<file path="src/rtl/mem_port_arbiter.sv">
// rtl/mem_port_arbiter.sv - fetch/data arbiter for a single-ported variable-latency memory
//
// Shares one memory between the instruction-fetch port and the data port. The
// winning request is registered onto mem_*, held until mem_ready, and its
// result is returned with a one-cycle valid pulse on the owner's port.
//
// Optional build macro: ARB_FAIRNESS_EN. When defined, fetch is force-granted
// after STARVE_MAX consecutive data grants during which fetch was waiting.
//
// Ports:
//   clk, rst_n                     clock, asynchronous active-low reset
//   if_req/if_addr                 fetch request (held until if_valid)
//   if_valid/if_rdata/if_stall     fetch completion pulse, data, stall
//   d_req/d_addr/d_we/d_wdata/d_wmask  data request (held until d_valid)
//   d_valid/d_rdata/d_stall        data completion pulse, read data (0 on write), stall
//   mem_req/mem_we/mem_addr/mem_wdata/mem_wmask  registered memory request
//   mem_ready/mem_rdata            memory completion and read data
module mem_port_arbiter #(
  parameter int AW         = 32,
  parameter int DW         = 32,
  parameter int STARVE_MAX = 4
) (
  input  logic            clk,
  input  logic            rst_n,
  input  logic            if_req,
  input  logic [AW-1:0]   if_addr,
  output logic            if_valid,
  output logic [DW-1:0]   if_rdata,
  output logic            if_stall,
  input  logic            d_req,
  input  logic [AW-1:0]   d_addr,
  input  logic            d_we,
  input  logic [DW-1:0]   d_wdata,
  input  logic [DW/8-1:0] d_wmask,
  output logic            d_valid,
  output logic [DW-1:0]   d_rdata,
  output logic            d_stall,
  output logic            mem_req,
  output logic            mem_we,
  output logic [AW-1:0]   mem_addr,
  output logic [DW-1:0]   mem_wdata,
  output logic [DW/8-1:0] mem_wmask,
  input  logic            mem_ready,
  input  logic [DW-1:0]   mem_rdata
);

  typedef enum logic [1:0] {
    IDLE = 2'd0,
    BUSY = 2'd1,
    RESP = 2'd2
  } state_t;

  state_t state, state_nxt;
  logic   gnt_d;       // owner of the current access: 1 = data, 0 = fetch
  logic   grant_data;  // arbitration result, meaningful only when start is set
  logic   start;       // IDLE with a pending request: launch an access
  logic   complete;    // BUSY and memory finished this cycle

`ifdef ARB_FAIRNESS_EN
  localparam int SW = $clog2(STARVE_MAX + 1);
  localparam logic [SW-1:0] STARVE_LIM = SW'(STARVE_MAX);
  logic [SW-1:0] starve_cnt;
`endif

  always_comb begin
    state_nxt  = state;
    start      = 1'b0;
    complete   = 1'b0;
    // Data is the older instruction, so it normally wins.
    grant_data = d_req;
`ifdef ARB_FAIRNESS_EN
    if (starve_cnt == STARVE_LIM && if_req) begin
      grant_data = 1'b0;
    end
`endif
    case (state)
      IDLE: begin
        if (if_req || d_req) begin
          start     = 1'b1;
          state_nxt = BUSY;
        end
      end
      BUSY: begin
        if (mem_ready) begin
          complete  = 1'b1;
          state_nxt = RESP;
        end
      end
      // No grant here: a requester still holding req during its valid cycle
      // must not be served a second time.
      RESP:    state_nxt = IDLE;
      default: state_nxt = IDLE;
    endcase
  end

  always_ff @(posedge clk or negedge rst_n) begin
    if (!rst_n) begin
      state <= IDLE;
    end else begin
      state <= state_nxt;
    end
  end

  always_ff @(posedge clk or negedge rst_n) begin
    if (!rst_n) begin
      gnt_d     <= 1'b0;
      mem_req   <= 1'b0;
      mem_we    <= 1'b0;
      mem_addr  <= '0;
      mem_wdata <= '0;
      mem_wmask <= '0;
      if_rdata  <= '0;
      d_rdata   <= '0;
    end else begin
      if (start) begin
        gnt_d     <= grant_data;
        mem_req   <= 1'b1;
        mem_addr  <= grant_data ? d_addr : if_addr;
        mem_we    <= grant_data & d_we;
        mem_wdata <= grant_data ? d_wdata : '0;
        mem_wmask <= (grant_data && d_we) ? d_wmask : '0;
      end
      if (complete) begin
        mem_req <= 1'b0;
        if (gnt_d) begin
          d_rdata <= mem_we ? '0 : mem_rdata;
        end else begin
          if_rdata <= mem_rdata;
        end
      end
    end
  end

`ifdef ARB_FAIRNESS_EN
  always_ff @(posedge clk or negedge rst_n) begin
    if (!rst_n) begin
      starve_cnt <= '0;
    end else if (start) begin
      if (!grant_data) begin
        starve_cnt <= '0;
      end else if (if_req && starve_cnt != STARVE_LIM) begin
        starve_cnt <= starve_cnt + 1'b1;
      end
    end
  end
`endif

  // Valids decode from registered state only, so mem_ready never reaches an output.
  assign if_valid = (state == RESP) && !gnt_d;
  assign d_valid  = (state == RESP) && gnt_d;
  assign if_stall = if_req & ~if_valid;
  assign d_stall  = d_req & ~d_valid;

endmodule

</file>
<file path="config.mk">
export PLATFORM = sky130hd
export DESIGN_NAME = mem_port_arbiter
export DESIGN_NICKNAME = d
export VERILOG_FILES = /design/src/rtl/mem_port_arbiter.sv
export SDC_FILE = /design/constraint.sdc
export NUM_CORES = 1
export LEC_CHECK = 0
export CORE_ASPECT_RATIO = 1.1
export CORE_MARGIN = 5
export CORE_UTILIZATION = 37
export CTS_CLUSTER_DIAMETER = 120
export DETAILED_ROUTE_END_ITERATION = 7
export PLACE_DENSITY = 0.87
export SETUP_SLACK_MARGIN = 0.05
export SYNTH_ARGS = -nofsm -noshare
export SYNTH_HDL_FRONTEND = slang
export SYNTH_SLANG_ARGS = --single-unit
</file>
<file path="constraint.sdc">
create_clock -name clk -period 1.45 [get_ports clk]
set_input_delay 0.3625 -clock clk [delete_from_list [all_inputs] [get_ports clk]]
set_output_delay 0.3625 -clock clk [all_outputs]
set_load 0.01 [all_outputs]
</file>
# Word-level counts from Yosys, hierarchy flattened

Cells that the tools add are included.
W data, S select, Z words.

Register bits: 137
Bits of input ports: 138

Eq/ne operators: 4
Multiplexer cells: 13
Bitwise gates (word level): 6
Reductions and logical operators: 10

Operators with widths:

| operator             | number |
|---|---|
| $mux W32             | 3 |
| $mux W1              | 6 |
| $reduce_and A2 Y1    | 3 |
| $mux W2              | 2 |
| $mux W4              | 1 |
| $ne A2 B2 Y1 const B | 2 |
| $pmux W2 S2          | 1 |
| $and A1 B1 Y1        | 3 |
| $logic_and A1 B1 Y1  | 3 |
| $not A1 Y1           | 3 |
| $eq A2 B1 Y1 const B | 1 |
| $eq A2 B2 Y1 const B | 1 |
| $logic_not A2 Y1     | 1 |
| $reduce_bool A2 Y1   | 1 |
| $logic_not A1 Y1     | 1 |
| $logic_or A1 B1 Y1   | 1 |

# Logic depth before layout (Yosys ltp)

Gate-level depths: netlist of run 1.

Word-level depth: 5
Gate-level depth with buffers: 5
Depth with buffers taken out: 3

# Worst setup path before layout of run 1

No wires, ideal clock.

Path type: input port to flip-flop
Start: input d_req
End: register mem_addr[10]
Arrival: 1,339 ps
Setup slack: -14 ps
Stages on the path: 4
Path through: buf_2 buf_2 mux2_2 mux2_2

Cells in the longest elaborated chain, start to end: 3

RTL lines:

| what                   | RTL line | source |
|---|---|---|
| start: declaration     | 30       | `input logic d_req,` |
| $logic_or A1 B1 Y1     | 78       | `if (if_req \|\| d_req) begin` |
| $mux W1                | 78       |  |
| $mux W1                | 76       | `case (state)` |
| end signal: assignment | 118      | `mem_addr <= grant_data ? d_addr : if_addr;` |
| end: declaration       | 40       | `output logic [AW-1:0] mem_addr,` |

Parallel ways exist; a longest one is shown, timed or not.
A chain may end at the register's enable or synchronous reset.

# Final worst setup path of run 1

Start: register state[1]
End: register if_rdata[7]

Cells in the longest elaborated chain, start to end: 3

RTL lines:

| what                               | RTL line | source |
|---|---|---|
| start: declaration                 | 53       | `state_t state, state_nxt;` |
| start signal: assignment           | 100      | `state <= state_nxt;` |
| $eq A2 B1 Y1                       | 76       |  |
| $mux W1                            | 76       |  |
| $reduce_and A2 Y1 (no source line) | --       |  |
| end signal: assignment             | 128      | `if_rdata <= mem_rdata;` |
| end: declaration                   | 28       | `output logic [DW-1:0] if_rdata,` |

No other way between the ends.

==> results of run 1 <==
## layer usage
metal	global-route usage (%)	part of all wire, %
met1	21.3	37
met5	0	0
met2	36.0	53
met3	6.47	7.1
met4	7.28	2.8
## cell type report
cell class	count	share of cell area [%]
Clock buffer	21	4.99
Tap cell	196	2.60
Timing Repair Buffer	339	31.6
Multi-Input combinational cell	245	22.7
Clock inverter	11	1.78
Inverter	1	0.0398
Sequential cell	137	36.4
## state kept, by name, summed over array words and instances, names as in the netlist
register / count
state: 2
mem_wmask: 4
mem_wdata: 32
if_rdata: 32
gnt_d: 1
d_rdata: 32
mem_addr: 32
mem_we: 1
mem_req: 1
## critical path: cells and delay by family (launching register included)
| family | cells | cell delay (ps) |
|---|---|---|
| buffers and inverters | 3 | 490 |
| flip-flops | 1 | 390 |
| multiplexers | 1 | 360 |
| AND/OR/NAND/NOR | 2 | 370 |
## layout by cell type, fill, tap and decap left out, drive strengths merged, types with 2 or more instances in the layout
| cell type | n |
|---|---|
| dfrtp | 137 |
| clkdlybuf4s50 | 135 |
| mux2 | 96 |
| clkinv | 4 |
| buf | 182 |
| o21ai | 34 |
| clkbuf | 38 |
| a22o | 33 |
| bufbuf | 2 |
| inv | 2 |
| bufinv | 4 |
| nor2b | 2 |
| clkinvlp | 2 |
| nand2 | 35 |
| nor2 | 2 |
| nand2b | 33 |
| a32o | 4 |
## cell families after synthesis
family          share of synthesized area [%]
flops                                    61.1
mux                                      19.3
simple gates                             7.43
compound gates                           9.24
buf+inv                                  2.94
## final timing paths
kind / to / slack (ps) / depth (start not counted)
worst max-delay path: if_rdata[7]$_DFFE_PN0P_ / -280 / 6
worst min-delay path: d_rdata[29]$_DFFE_PN0P_ / 360 / 2
worst max register to register: if_rdata[7]$_DFFE_PN0P_ / -280 / 6
worst min register to register: d_rdata[2]$_DFFE_PN0P_ / 480 / 2
max in group asynchronous: mem_wdata[8]$_DFFE_PN0P_ / 530 / 3
min in group clk: d_rdata[2]$_DFFE_PN0P_ / 480 / 2
## power breakdown
group	switching, mW	total (mW)	internal (mW)
sequential	1.11	6.87	5.76
combinational	4.26	9.30	5.04
clock	1.62	4.63	3.02
## synth_stat cells (2+ instances only)
cell type	instances
a22o_1	33
mux2_2	92
buf_2	9
clkbuf_1	10
buf_6	5
nor2b_1	2
mux2_1	4
dfrtp_1	137
buf_4	3
nand2_1	35
o21ai_0	33
a32o_1	4
nand2b_1	33
## what timing repair did
| item | CTS | global route |
|---|---|---|
| pin swaps | 2 | 2 |
| gates resized for setup | 529 | 88 |
| hold buffers | 1 | 0 |
| setup endpoints to repair | 238 | 169 |
| cloned | 4 | 13 |
| endpoints found under the hold margin | 13 | 0 |
| setup buffers | 14 | 6 |
## per-stage QoR
step / hold WS (ps) / utilization [%] / TNS [ps] / total power [mW] / setup slack, ps
5_1_grt: 363 / 62.9 / -26930 / 21.9 / -337
2_1_floorplan: 66.9 / - / 0 / 10.6 / 31.4
6_report: 357 / 62.9 / -19660 / 20.8 / -285
3_3_place_gp: 204 / 58.5 / -48160 / 15.9 / -494
3_5_place_dp: 206 / 58.5 / -54050 / 16.3 / -549
4_1_cts: 347 / 61.2 / -16600 / 20.1 / -256
==> metrics.md, run 1 <==
| Metric | Value |
|---|---|
| Outcome | finished, violations left |
| Failing checks | setup timing |
| Vias | between 4,000 and 5,000 |
| Placed Area | about 8800 um^2 |
| Final ANT Viol Nets | 0 |
| Max Cap Viol | 0 |
| Clk_skew | 11.8 ps |
| CTS tree | yes |
| Required @ worst endpoint | 1750 ps |
| Tcrit/Tclk final | 120% |
| Largest net degree at the start of global routing | 65 |
| Finish-stage setup viols | roughly 110 |
| Crit-path cells | buf_4 -> buf_4 -> nand3b_4 -> nor2_4 -> buf_12 -> mux2_2 |
| Layout Nets | ~880 |
| Slew margin rel. | between 70% and 80% |
| Global-route wire length before repair | 27,700 um |
| FMAX | just under 600 MHz |
| Design area | 9430 um^2 |
| Crit. End Element | flip-flop |
| GRT overflow | 0 |
| Cell area power density | 2210 nW/um^2 |
| Tot GR Track Use | around a fifth |
| Drt total wl | 19,500 um |
| R2r startpoint | state[1]$_DFFE_PN0P_ |
| Vias in the first global route | slightly above 5,000 |
| Overall die height | between 100 and 150 um |
| Final cell count without fillers | 950 |
| Root buf cell | clkbuf_16 |
| Yosys warnings | 0 |
| Leading area contributor after synthesis | dfrtp_1 |
| Residual DRC count | 0 |
| Clk Latency, worst-skew pair | around 410 ps |
| Unrepaired setup endpoints after global routing | true |
| Yosys reg bits | 137 |
| DR pass1 iterations | 4 |
| Min Clock Period, post-route | 1730 ps |
| I/O pin count | 276 |
| Critical path class | flip-flop to flip-flop |
| Fillers | between 1,000 and 1,500 |
| Worst hold-check path type | input pin to async pin |
| Diode count | 0 |
| Yosys cell types | 23 |
| Starting density of the core | between 30% and 40% |
| WP data arrival | 2030 ps |
| CTS Buf Count | 17 |
| Synthesized instance count | 410 |
| FF+latch area | between 3000 and 4000 um^2 |
| CP max stage delay | ~400 ps |
| Initial DRC count | around 180 |
| Die area | about 18,000 um^2 |
| Horiz. Die Dim | around 130 um |
| Clk slew on worst S/H paths | about 60 ps |
| CP Launch Point | state[1]$_DFFE_PN0P_ |
| Mean area per synthesized cell | ~14 um^2 |
| Leading post-synthesis cells by cell area | dfrtp_1 61%, mux2_2 18%, a22o_1 5.2% |
| Buffers on Ports | roughly 280 |
| Max Slew Vio Count | 0 |
| WL/cell | a little over 20 um |
| Mapped Nets | 548 |
| Site Rows | 47 |
| Tightest Pin Transition | 329 ps |
| Post-Place Cells | just under 900 |
| Post-synth top area share | 61.1% |
| Crit-path max FO | 16 |
| Post-route setup slack | -285 ps |
| Synthesized area | about 5600 um^2 |
| Vias per cell | 5.02 |
| Post-synth ARST share | between 90% and 100% |
| H-tree depth | 4 |
| Sequential area share after synthesis | 61.1% |
| Lkg Pwr | approximately 4.5 nW |
| Post-synth EDFFs | 0 |
| Gp weighted congestion | a little under 0.8 |
| Post-synth top flop | dfrtp_1 |
| DP Wirelength | around 12,000 um |
| Most used cell along the critical path | buf_4 |
| Clock Path Buffers | 2 |
| Clock sink total | between 100 and 150 |
| Share of cells above drive strength 1 | 45.8% |
| CP startpoint kind | flip-flop |
| Area of the multi-input gates | 2140 um^2 |
| P&R area growth vs syn | 68.1% |
| Worst vdd ir | between 0.9 and 1 mV |
| Fin. Hold Viols | 0 |
| Worst path slowest cell | dfrtp_1 |
| Core Footprint | 15,000 um^2 |
| Antenna violations before repair | 0 |
Power figures use the tool's default switching activity.
==> run 2: changes to the inputs <==
--- a/config.mk
+++ b/config.mk
@@ -5,12 +5,14 @@
 export SDC_FILE = /design/constraint.sdc
 export NUM_CORES = 1
 export LEC_CHECK = 0
+export ABC_CLOCK_PERIOD_IN_PS = 1700
 export CORE_ASPECT_RATIO = 1.1
 export CORE_MARGIN = 5
-export CORE_UTILIZATION = 37
+export CORE_UTILIZATION = 41
 export CTS_CLUSTER_DIAMETER = 120
 export DETAILED_ROUTE_END_ITERATION = 7
-export PLACE_DENSITY = 0.87
+export HOLD_SLACK_MARGIN = 0.12
+export PLACE_DENSITY = 0.91
 export SETUP_SLACK_MARGIN = 0.05
 export SYNTH_ARGS = -nofsm -noshare
 export SYNTH_HDL_FRONTEND = slang
==> constraint.sdc (replaced) <==
create_clock -name clk -period 1.7 [get_ports clk]
set_input_delay 0.425 -clock clk [delete_from_list [all_inputs] [get_ports clk]]
set_output_delay 0.425 -clock clk [all_outputs]
set_load 0.01 [all_outputs]
==> run 2 against run 1 <==
Against the previous run: the flow still finishes with violations (setup timing); register-to-register slack better by 260 ps; core utilization is 7.9 points higher; critical path depth is 2 lower; critical path type is now flip-flop to output pin; critical endpoint is now if_stall; largest cell class unchanged; largest power group unchanged.
==> metrics.md, run 2 (synthesis gave the netlist of run 1 again) <==
| Metric | Value |
|---|---|
| Outcome | finished, violations left |
| Failing checks | setup timing |
| CP startpoint kind | flip-flop |
| CTS tree | yes |
| Fin. Hold Viols | 0 |
| Unrepaired setup endpoints after global routing | true |
| WP data arrival | 1370 ps |
| FF+latch area | 3430 um^2 |
| Crit-path max FO | 3 |
| Min Clock Period, post-route | approximately 1800 ps |
| Site Rows | 44 |
| I/O pin count | between 200 and 300 |
| Reg2Reg Depth | 6 |
| Worst hold-check path type | input pin to async pin |
| Starting density of the core | 42.1% |
| Vias in the first global route | slightly below 5,000 |
| Final ANT Viol Nets | 0 |
| Overall die height | ~130 um |
| Share of cells above drive strength 1 | about a quarter |
| Vias per cell | about 4.9 |
| Place WS | -311 ps |
| Most frequent cells in the layout | 137 x dfrtp_1, 135 x clkdlybuf4s50_1, 134 x dlygate4sd2_1 |
| Diode count | 0 |
| Buffers on Ports | approximately 280 |
| Die area | 16,100 um^2 |
| Tot GR Track Use | between 20% and 30% |
| Worst vdd ir | between 0.9 and 1 mV |
| Clock sink total | between 100 and 150 |
| P&R area growth vs syn | 68.2% |
| Critical path class | flip-flop to output pin |
| Pwr Total | roughly 17 mW |
| GRT overflow | 0 |
| Initial DRC count | 327 |
| Global-route wire length before repair | 25,600 um |
| Gp weighted congestion | a little under 0.8 |
| Required @ worst endpoint | 1270 ps |
| Max Slew Vio Count | 0 |
| FMAX | about 560 MHz |
| Root buf cell | clkbuf_16 |
| Cell area power density | about 1800 nW/um^2 |
| Horiz. Die Dim | 122 um |
| Most common library cell in the layout ignoring fill and taps | dfrtp_1 |
| Crit. End Element | output pin |
| Vias | 4,471 |
| H-tree depth | 4 |
| Finish-stage setup viols | 19 |
| Layout Nets | about 850 |
| Clk slew on worst S/H paths | 60 ps |
| Largest net degree at the start of global routing | 76 |
| Tcrit/Tclk final | 106% |
| Fillers | around 930 |
| CTS Buf Count | 17 |
| DR pass1 iterations | 4 |
| Tightest Pin Transition | ~400 ps |
| WL/cell | around 19 um |
| Core Footprint | about 13,000 um^2 |
| Clk_skew | between 4 and 5 ps |
| Clock Path Buffers | 2 |
| Lkg Pwr | approximately 4.5 nW |
| Max Cap Viol | 0 |
| DP Wirelength | approximately 12,000 um |
| Drt total wl | about 17,000 um |
| Clk Latency, worst-skew pair | approximately 420 ps |
| Area of the multi-input gates | about 2200 um^2 |
| Residual DRC count | 0 |
| Post-route setup slack | -98.4 ps |
| Antenna violations before repair | 0 |
| Slew margin rel. | between 70% and 80% |
[run 2: what timing repair did]
item	in CTS	in global routing
endpoints found under the hold margin	137	0
hold buffers	1	0
buffers inserted	1	1
resized for setup	154	44
endpoints found under the setup margin	138	34
cloned	0	4
pin swaps	2	7
[run 2: final timing paths]
path / start / end / slack, ps
worst max-delay path: state[1]$_DFFE_PN0P_ / if_stall / -100
worst min-delay path: rst_n / d_rdata[12]$_DFFE_PN0P_ / 370
worst max register to register: state[1]$_DFFE_PN0P_ / if_rdata[31]$_DFFE_PN0P_ / -20
worst min register to register: mem_req$_DFFE_PN0P_ / mem_req$_DFFE_PN0P_ / 470
max in group asynchronous: rst_n / mem_addr[30]$_DFFE_PN0P_ / 760
min in group clk: mem_req$_DFFE_PN0P_ / mem_req$_DFFE_PN0P_ / 470
[run 2: report_power, final]
part           switching (mW)  total (mW)  internal [mW]
sequential              0.923        5.83           4.91
clock                    1.37        3.74           2.37
combinational            3.24        7.27           4.03
[run 2: layer usage]
layer,track usage [%],wire length [um],vias to the layer above
li1,-,-,2048
met1,23.2,6530,2185
met2,35.1,9030,206
met3,6.28,1240,32
met4,8.66,477,0
met5,0,0,-
[run 2: area by class of cell]
| cell class | count | area share (%) |
|---|---|---|
| flip-flops and latches | 137 | 36.3 |
| repair buffers | 307 | 31.9 |
| multi-input cells | 245 | 22.9 |
| clock buffers | 20 | 4.84 |
| well taps | 184 | 2.44 |
| clock inverters | 11 | 1.55 |
| inverters | 1 | 0.0398 |
[run 2: critical path: stages (launching register included)]
cell     delay, ps
dfrtp_1        410
nor3b_2        170
buf_4          150
nor2b_1        100
buf_2          140
[run 2: metrics by stage]
| stage | instance area, um^2 | instances | TNS [ps] | hold slack, ps | util (%) |
|---|---|---|---|---|---|
| 2_1_floorplan | 5610 | 410 | 0 | 129 | - |
| 3_3_place_gp | 8730 | 868 | -11500 | 220 | 65.6 |
| 3_5_place_dp | 8730 | 868 | -14560 | 219 | 65.6 |
| 4_1_cts | 9190 | 901 | -144 | 348 | 69.0 |
| 5_1_grt | 9440 | 905 | -1590 | 359 | 70.8 |
| 6_report | 9440 | 905 | -319 | 365 | 70.8 |
